===== config.mk =====
export PLATFORM = sky130hd
export DESIGN_NAME = reg_master
export DESIGN_NICKNAME = d
export VERILOG_FILES = /design/src/rtl/reg_master.sv
export SDC_FILE = /design/constraint.sdc
export NUM_CORES = 1
export LEC_CHECK = 0
export ABC_CLOCK_PERIOD_IN_PS = 3500
export CAP_MARGIN = 20
export CORE_MARGIN = 2
export CORE_UTILIZATION = 50
export CTS_CLUSTER_DIAMETER = 200
export DETAILED_ROUTE_END_ITERATION = 12
export HOLD_SLACK_MARGIN = 0.15
export PLACE_DENSITY = 0.77
export SLEW_MARGIN = 40
export SYNTH_ARGS = -nofsm -noshare
export SYNTH_HDL_FRONTEND = slang
export SYNTH_SLANG_ARGS = --single-unit
export TNS_END_PERCENT = 1

===== constraint.sdc =====
create_clock -name clk_i -period 3.5 [get_ports clk_i]
set_clock_uncertainty 0.05 [all_clocks]
set_input_delay 0.875 -clock clk_i [delete_from_list [all_inputs] [get_ports clk_i]]
set_output_delay 0.875 -clock clk_i [all_outputs]
set_load 0.005 [all_outputs]

===== src/rtl/reg_master.sv =====
// reg_master: register-bus initiator.
//
// Accepts WRITE / READ / SET / CLEAR commands on a valid/ready request port,
// buffers them in a small command FIFO and executes each one on the
// single-cycle addr/wdata/we/re/rdata peripheral bus. SET and CLEAR are
// read-modify-write sequences. One response per command is returned on a
// valid/ready response port.
//
// Ports:
//   clk_i, rst_i            clock, asynchronous active-high reset
//   req_valid_i/req_ready_o command handshake
//   req_op_i                00 WRITE, 01 READ, 10 SET, 11 CLEAR
//   req_addr_i, req_data_i  target address, write data or bit mask
//   rsp_valid_o/rsp_ready_i response handshake
//   rsp_data_o              read data / pre-modify value / 0 for WRITE
//   bus_addr_o, bus_wdata_o, bus_we_o, bus_re_o, bus_rdata_i  peripheral bus
//   busy_o                  FSM not idle or commands pending
module reg_master #(
    parameter int unsigned DEPTH  = 4,
    parameter int unsigned ADDR_W = 32,
    parameter int unsigned DATA_W = 32
) (
    input  logic              clk_i,
    input  logic              rst_i,
    input  logic              req_valid_i,
    output logic              req_ready_o,
    input  logic [1:0]        req_op_i,
    input  logic [ADDR_W-1:0] req_addr_i,
    input  logic [DATA_W-1:0] req_data_i,
    output logic              rsp_valid_o,
    input  logic              rsp_ready_i,
    output logic [DATA_W-1:0] rsp_data_o,
    output logic [ADDR_W-1:0] bus_addr_o,
    output logic [DATA_W-1:0] bus_wdata_o,
    output logic              bus_we_o,
    output logic              bus_re_o,
    input  logic [DATA_W-1:0] bus_rdata_i,
    output logic              busy_o
);

    localparam int unsigned PTR_W = (DEPTH > 1) ? $clog2(DEPTH) : 1;
    localparam int unsigned CNT_W = $clog2(DEPTH + 1);

    localparam logic [1:0] OP_WRITE = 2'b00;
    localparam logic [1:0] OP_READ  = 2'b01;
    localparam logic [1:0] OP_SET   = 2'b10;

    typedef struct packed {
        logic [1:0]        op;
        logic [ADDR_W-1:0] addr;
        logic [DATA_W-1:0] data;
    } cmd_t;

    typedef enum logic [1:0] {
        StIdle,
        StAccess,
        StModify,
        StResp
    } state_e;

    // ------------------------------------------------------------------
    // Command FIFO
    // ------------------------------------------------------------------
    cmd_t             fifo_mem [DEPTH];
    logic [PTR_W-1:0] wr_ptr_q, wr_ptr_d;
    logic [PTR_W-1:0] rd_ptr_q, rd_ptr_d;
    logic [CNT_W-1:0] count_q, count_d;
    logic             fifo_empty;
    logic             push;
    logic             pop;
    cmd_t             req_cmd;

    assign req_cmd     = '{op: req_op_i, addr: req_addr_i, data: req_data_i};
    assign fifo_empty  = (count_q == '0);
    // Ready looks only at the count: a same-cycle pop never frees a full FIFO.
    assign req_ready_o = (count_q != CNT_W'(DEPTH));
    assign push        = req_valid_i && req_ready_o;

    always_comb begin
        wr_ptr_d = wr_ptr_q;
        rd_ptr_d = rd_ptr_q;
        count_d  = count_q;
        if (push) begin
            wr_ptr_d = wr_ptr_q + PTR_W'(1);
        end
        if (pop) begin
            rd_ptr_d = rd_ptr_q + PTR_W'(1);
        end
        case ({push, pop})
            2'b10:   count_d = count_q + CNT_W'(1);
            2'b01:   count_d = count_q - CNT_W'(1);
            default: count_d = count_q;
        endcase
    end

    always_ff @(posedge clk_i or posedge rst_i) begin
        if (rst_i) begin
            wr_ptr_q <= '0;
            rd_ptr_q <= '0;
            count_q  <= '0;
        end else begin
            wr_ptr_q <= wr_ptr_d;
            rd_ptr_q <= rd_ptr_d;
            count_q  <= count_d;
        end
    end

    // Storage needs no reset; occupancy is tracked by the pointers and count.
    always_ff @(posedge clk_i) begin
        if (push) begin
            fifo_mem[wr_ptr_q] <= req_cmd;
        end
    end

    // ------------------------------------------------------------------
    // Sequencer
    // ------------------------------------------------------------------
    state_e           state_q, state_d;
    cmd_t             cmd_q;
    logic [DATA_W-1:0] rdata_q;
    logic [DATA_W-1:0] modify_data;
    logic              cmd_is_rmw;

    assign cmd_is_rmw  = (cmd_q.op != OP_WRITE) && (cmd_q.op != OP_READ);
    assign modify_data = (cmd_q.op == OP_SET) ? (rdata_q | cmd_q.data)
                                              : (rdata_q & ~cmd_q.data);

    always_comb begin
        state_d = state_q;
        pop     = 1'b0;
        case (state_q)
            StIdle: begin
                if (!fifo_empty) begin
                    pop     = 1'b1;
                    state_d = StAccess;
                end
            end
            StAccess: begin
                state_d = cmd_is_rmw ? StModify : StResp;
            end
            StModify: begin
                state_d = StResp;
            end
            StResp: begin
                // Chain straight into the next access to sustain throughput.
                if (rsp_ready_i) begin
                    if (!fifo_empty) begin
                        pop     = 1'b1;
                        state_d = StAccess;
                    end else begin
                        state_d = StIdle;
                    end
                end
            end
            default: state_d = StIdle;
        endcase
    end

    always_ff @(posedge clk_i or posedge rst_i) begin
        if (rst_i) begin
            state_q <= StIdle;
            cmd_q   <= '0;
            rdata_q <= '0;
        end else begin
            state_q <= state_d;
            if (pop) begin
                cmd_q <= fifo_mem[rd_ptr_q];
            end
            // WRITE reports 0; every other op reports the value read in ACCESS.
            if (state_q == StAccess) begin
                rdata_q <= (cmd_q.op == OP_WRITE) ? '0 : bus_rdata_i;
            end
        end
    end

    // ------------------------------------------------------------------
    // Outputs: decoded from registered state and cmd_q only
    // ------------------------------------------------------------------
    always_comb begin
        bus_addr_o  = '0;
        bus_wdata_o = '0;
        bus_we_o    = 1'b0;
        bus_re_o    = 1'b0;
        rsp_valid_o = 1'b0;
        rsp_data_o  = '0;
        case (state_q)
            StAccess: begin
                bus_addr_o = cmd_q.addr;
                if (cmd_q.op == OP_WRITE) begin
                    bus_we_o    = 1'b1;
                    bus_wdata_o = cmd_q.data;
                end else begin
                    bus_re_o = 1'b1;
                end
            end
            StModify: begin
                bus_addr_o  = cmd_q.addr;
                bus_we_o    = 1'b1;
                bus_wdata_o = modify_data;
            end
            StResp: begin
                rsp_valid_o = 1'b1;
                rsp_data_o  = rdata_q;
            end
            default: ;
        endcase
    end

    assign busy_o = (state_q != StIdle) || !fifo_empty;

endmodule


## Word level (Yosys, flattened, before mapping)

Memories as Yosys holds them, arrays and structs flattened. A register that Yosys moved wholly into a read port is not among the register bits.
Index checks and enable logic that the tools add are counted.

| word-level totals | value |
|---|---|
| register bits | 41 |
| RAM bits | 264 |
| bits of input ports | 102 |
| output and inout port bits | 101 |
| logic and storage cells | 57 |
| memories kept | 1 |

Memories:

| name | depth | bits a word | rd ports | clocked after Yosys merged registers in | write ports | line | text |
|---|---|---|---|---|---|---|---|
| fifo_mem | 4 | 66 | 1 | 1 | 1 | 64 | `cmd_t fifo_mem [DEPTH];` |

| operators by class | value |
|---|---|
| add/subtract/negate cells | 4 |
| equality and inequality tests | 10 |
| multiplexer cells | 22 |
| bitwise logic cells | 3 |
| reductions and logical operators | 12 |

Operator list:

| kind | number |
|---|---|
| 32-bit two-way mux | 5 |
| 32-bit case mux with 2 select lines | 1 |
| 32-bit bitwise AND | 1 |
| 32-bit NOT | 1 |
| 32-bit OR | 1 |
| 1-bit two-way mux | 10 |
| 2-bit == test, second input constant | 4 |
| 2-bit case mux with 4 select lines | 1 |
| 3-bit case mux with 2 select lines | 1 |
| 2-bit nonzero test | 3 |
| 2-bit by 1-bit adder with 2-bit output, second input constant | 2 |
| 2-bit by 1-bit == test with 1-bit output, second input constant | 2 |
| 2-bit zero test | 2 |
| 2-bit two-way mux | 2 |
| 2-bit inequality test, second input constant | 2 |
| 1-bit case mux with 2 select lines | 2 |
| 3-bit by 1-bit adder with 3-bit output, second input constant | 1 |
| 3-bit zero test | 1 |
| 3-bit inequality test, second input constant | 1 |
| 3-bit by 1-bit subtractor with 3-bit output, second input constant | 1 |
| 1-bit logical AND | 2 |
| 2-bit by 1-bit inequality test with 1-bit output, second input constant | 1 |
| 2-bit AND reduction | 1 |
| 2-bit OR reduction | 1 |
| other kinds (2) | 2 |

## Longest topological paths before layout

| logic depth | value |
|---|---|
| depth in word-level cells | 6 |
| mapped depth | 12 |
| mapped depth without buffers | 10 |

## Worst setup path before layout

No wires, ideal clock.

| timing path | value |
|---|---|
| kind | input -> register |
| from | input port req_valid_i |
| to | memory fifo_mem[0][0] (netlist bit) (enable) |
| library setup time | 0.432 ns |
| arrival | 2.465 ns |
| data required time | 3.018 ns |
| path slack | 0.554 ns |
| stages on the path | 1 |
| buffers on the path | 0 |
| cells stage by stage | and3_1 |

| on the way | value |
|---|---|
| longest elaborated chain between the ends | 3 |

Ends and longest elaborated chain:

| element | line | text |
|---|---|---|
| start, declared | 25 | `input logic req_valid_i,` |
| 1-bit logical AND | 77 | `assign push = req_valid_i && req_ready_o;` |
| 1-bit two-way mux | 110 | `if (push) begin` |
| 1-bit two-way mux (implied by the code) | 111 | `fifo_mem[wr_ptr_q] <= req_cmd;` |
| end, declared | 64 |  |

No other way between the ends.

## Worst setup path after layout

| timing path | value |
|---|---|
| from | register state_q[0] |
| to | output port bus_wdata_o[7] |

| on the way | value |
|---|---|
| longest elaborated chain between the ends | 2 |
| elaborated cells on any way between the ends | 3 |
| classes of those cells | eq/ne (2); mux (1) |

Ends and longest elaborated chain:

| element | line | text |
|---|---|---|
| start, declared | 118 | `state_e state_q, state_d;` |
| start signal, assigned | 161 | `state_q <= StIdle;` |
| start signal, assigned | 165 | `state_q <= state_d;` |
| 2-bit == test / 2-bit by 1-bit == test with 1-bit output (equally long branches) | 186 | `case (state_q)` |
| 32-bit case mux with 2 select lines (*) | 186 |  |
| end, declared | 34 | `output logic [DATA_W-1:0] bus_wdata_o,` |

Mark *: on every way between the ends. The rest lies on a longest branch, timed or not.

==> flow_summary.ini <==
[status]
status = finished clean

[worst_setup_path]
cpPeakStageDelay_ns = 0.54
end_kind = primary output
reg2reg_to = count_q[2]
crit_type = flip-flop to primary output
cp.arrival_ns = 2.53
cp_cell_sequence = inv_2 > ha_2 > mux2_4 > buf_12 > nand3b_1 > a21boi_0 > clkdlybuf4s50_1
slowest_stage = clkdlybuf4s50_1
critical_path_buf_inv_count = 3
worstPathMaxFanout = 24
required_ns = 2.57
r2r_start = state_q[1]
r2r_cells = 10
cpLargestDelayFamily = buffers and inverters
rrSetupSlack_ns = 0.90
cp-start-kind = flip-flop

[floorplan]
die_area_um2 = 31700
ios = 203
die_y_um = 178
initial_utilization = 0.509
coreArea_um2 = 29700
rows = 63
die_w_um = 178

[detailed_routing]
drtIter0Drc = 467
num_vias = 8238
avgRoutedWirePerCell_um = 21.6
routed_wl_mm = 32.5
avgViaCountPerCell = 5.47
drc = 0
ant_nets = 0
firstDrtPassIters = 5

[power_and_ir_drop]
ir_worst_vdd_uv = 451
total_leakage_power_nw = 6.72
power-per-cell-area_nw_per_um2 = 891
finalPower_mw = 17.0

[sta]
worst_pin_slew_ns = 0.518
finalCriticalPeriod_ns = 3.46
slew_violations = 0
slew_headroom = 0.650
hold_viol_final = 0
fmax_mhz = 289
period_share = 0.988
rsz0062_at_grt = yes
setup_violations = 0

[yosys]
muxShareOfSynthArea = 0.155
avgSynthCellArea_um2 = 17.5
synth_edf_count = 264
synth_cell_types = 34
synth_area_leaders = edfxtp_1, dfrtp_1, mux4_2
synthesis.area_um2 = 15100
synthSimpleGateAreaFrac = 0.0734
synth_nets = 975
ys.flop_type = edfxtp_1
yosys.area.top_type_share = 0.524
yosysSeqAreaShare = 0.701
synth_common_cells = edfxtp_1, dfrtp_1, mux4_2
synth-xor-area-share = 0.00347
synthArstFlopShare = 0.288
synth_cells = 862
synth_compound_area_frac = 0.0291
synth_fa_ha_area_frac = 0.00959
synth_top_family_by_area = multiplexers
ys_seq_elements = 371
synth.largest_area_cell = edfxtp_1
ys_warn_count = 0
synth_most_common_cell = edfxtp_1

[placement]
io_buffers = 202
dp_hpwl_mm = 20.6
placed_area_um2 = 17800
gp_congestion = 0.807

[global_route]
grt_first_pass_wirelength_mm = 50.0
antenna_found_initial = 2
grt_overflow = 0
grt_max_degree = 68
grt_pass1_vias = 8625
gr-usage-all-layers = 0.211

[clock_network]
cts_buffer_depth = 3
clock_sinks = 371
cts_buffers = 38
cts_tree = yes
ctsHoldBuffers = 0
htreeDepth = 2
cts-root-buf = clkbuf_16
clock_latency_ns = 0.52
path_clk_slew_ns = 0.06

[min_path]
min_path_type = flip-flop to flip-flop
hp-start = cmd_q[37]
min_to = cmd_q[37]
hold_depth = 1

[layout]
syn2layout_area_growth_pct = 26.0
fin_area_um2 = 19100
drive_gt1_frac = 0.208
fin_nets = 1197

[flow_run]
drv_cap = 0
## cell families (layout without fill, tap and decap cells)
| kind of cell | after synthesis | in the layout |
|---|---|---|
| AND/OR/NAND/NOR | 176 | 176 |
| AO/OA/AOI/OAI | 70 | 70 |
| buffers and inverters | 92 | 343 |
| XOR/XNOR | 6 | 6 |
| flip-flops | 371 | 371 |
| multiplexers | 136 | 136 |
| other | 0 | 3 |
| adder cells (fa/ha/maj) | 11 | 11 |
## placed cells by master (no fill, tap or decap), types with 15 or more instances in the layout
cell type	Yosys	layout
and2_1	65	65
nand2_1	32	32
dfrtp_1	107	105
clkbuf_16	0	39
mux2_2	51	50
clkdlybuf4s50_1	0	201
mux4_2	66	66
nand3b_1	64	64
a21boi_0	32	25
clkbuf_1	27	15
edfxtp_1	264	264
mux2_4	18	19
inv_1	43	40
o21ai_0	32	32
## per-layer routing
layer | wire length (um) | up-vias | global-route usage | share of wire
li1 | - | 3699 | - | -
met1 | 13500 | 4276 | 0.278 | 0.41
met2 | 16800 | 215 | 0.365 | 0.52
met3 | 1560 | 48 | 0.0343 | 0.048
met4 | 641 | 0 | 0.0567 | 0.020
met5 | 0 | - | 0 | 0
## flip-flops by register name (all words and copies together), names as in the netlist
| signal | count |
|---|---|
| cmd_q | 66 |
| wr_ptr_q | 2 |
| rdata_q | 32 |
| rd_ptr_q | 2 |
| count_q | 3 |
| state_q | 2 |
| fifo_mem | 264 |
## metrics by stage
step / instances / hold WS (ns) / util / worst slack, ns / setup TNS (ns)
final: 1506 / 0.450 / 0.641 / 0.0416 / 0
after global routing: 1503 / 0.468 / 0.641 / -0.0550 / -0.292
after CTS: 1503 / 0.456 / 0.641 / 0.0397 / 0
after detailed placement: 1431 / 0.436 / 0.598 / 0.185 / 0
after global placement: 1429 / 0.433 / 0.596 / 0.283 / 0
after floorplan: 862 / 0.422 / - / 0.554 / 0
## worst max-delay path by stage
stage / startpoint / endpoint / slack, ns / cells past startpoint
after floorplan: req_valid_i / fifo_mem[0][0] / 0.55 / 1
after detailed placement: state_q[1] / bus_addr_o[10] / 0.19 / 5
after CTS: state_q[0] / bus_wdata_o[31] / 0.04 / 6
final: state_q[0] / bus_wdata_o[7] / 0.04 / 7
after global placement: state_q[0] / bus_addr_o[10] / 0.28 / 5
after global routing: state_q[1] / bus_wdata_o[4] / -0.05 / 5
## cell type report
cell class / count / area (um2)
diodes: 3 / 7.51
multi-input cells: 399 / 4140
repair buffers: 231 / 2440
fillers: 2108 / 10700
flip-flops and latches: 371 / 10600
well taps: 390 / 488
clock inverters: 10 / 105
clock buffers: 59 / 1100
inverters: 43 / 165
## power breakdown
group	switching [mW]	leakage, nW	internal (mW)
combinational	2.75	2.42	3.52
sequential	0.772	3.71	6.04
clock	1.57	0.588	2.31
## repair_timing
item	4_1_cts	5_1_grt
pin swaps	1	0
resized for setup	10	6
setup endpoints to repair	65	22
buffers inserted	3	0
cloned	0	0
No activity file was read; power rests on OpenSTA's default activity.
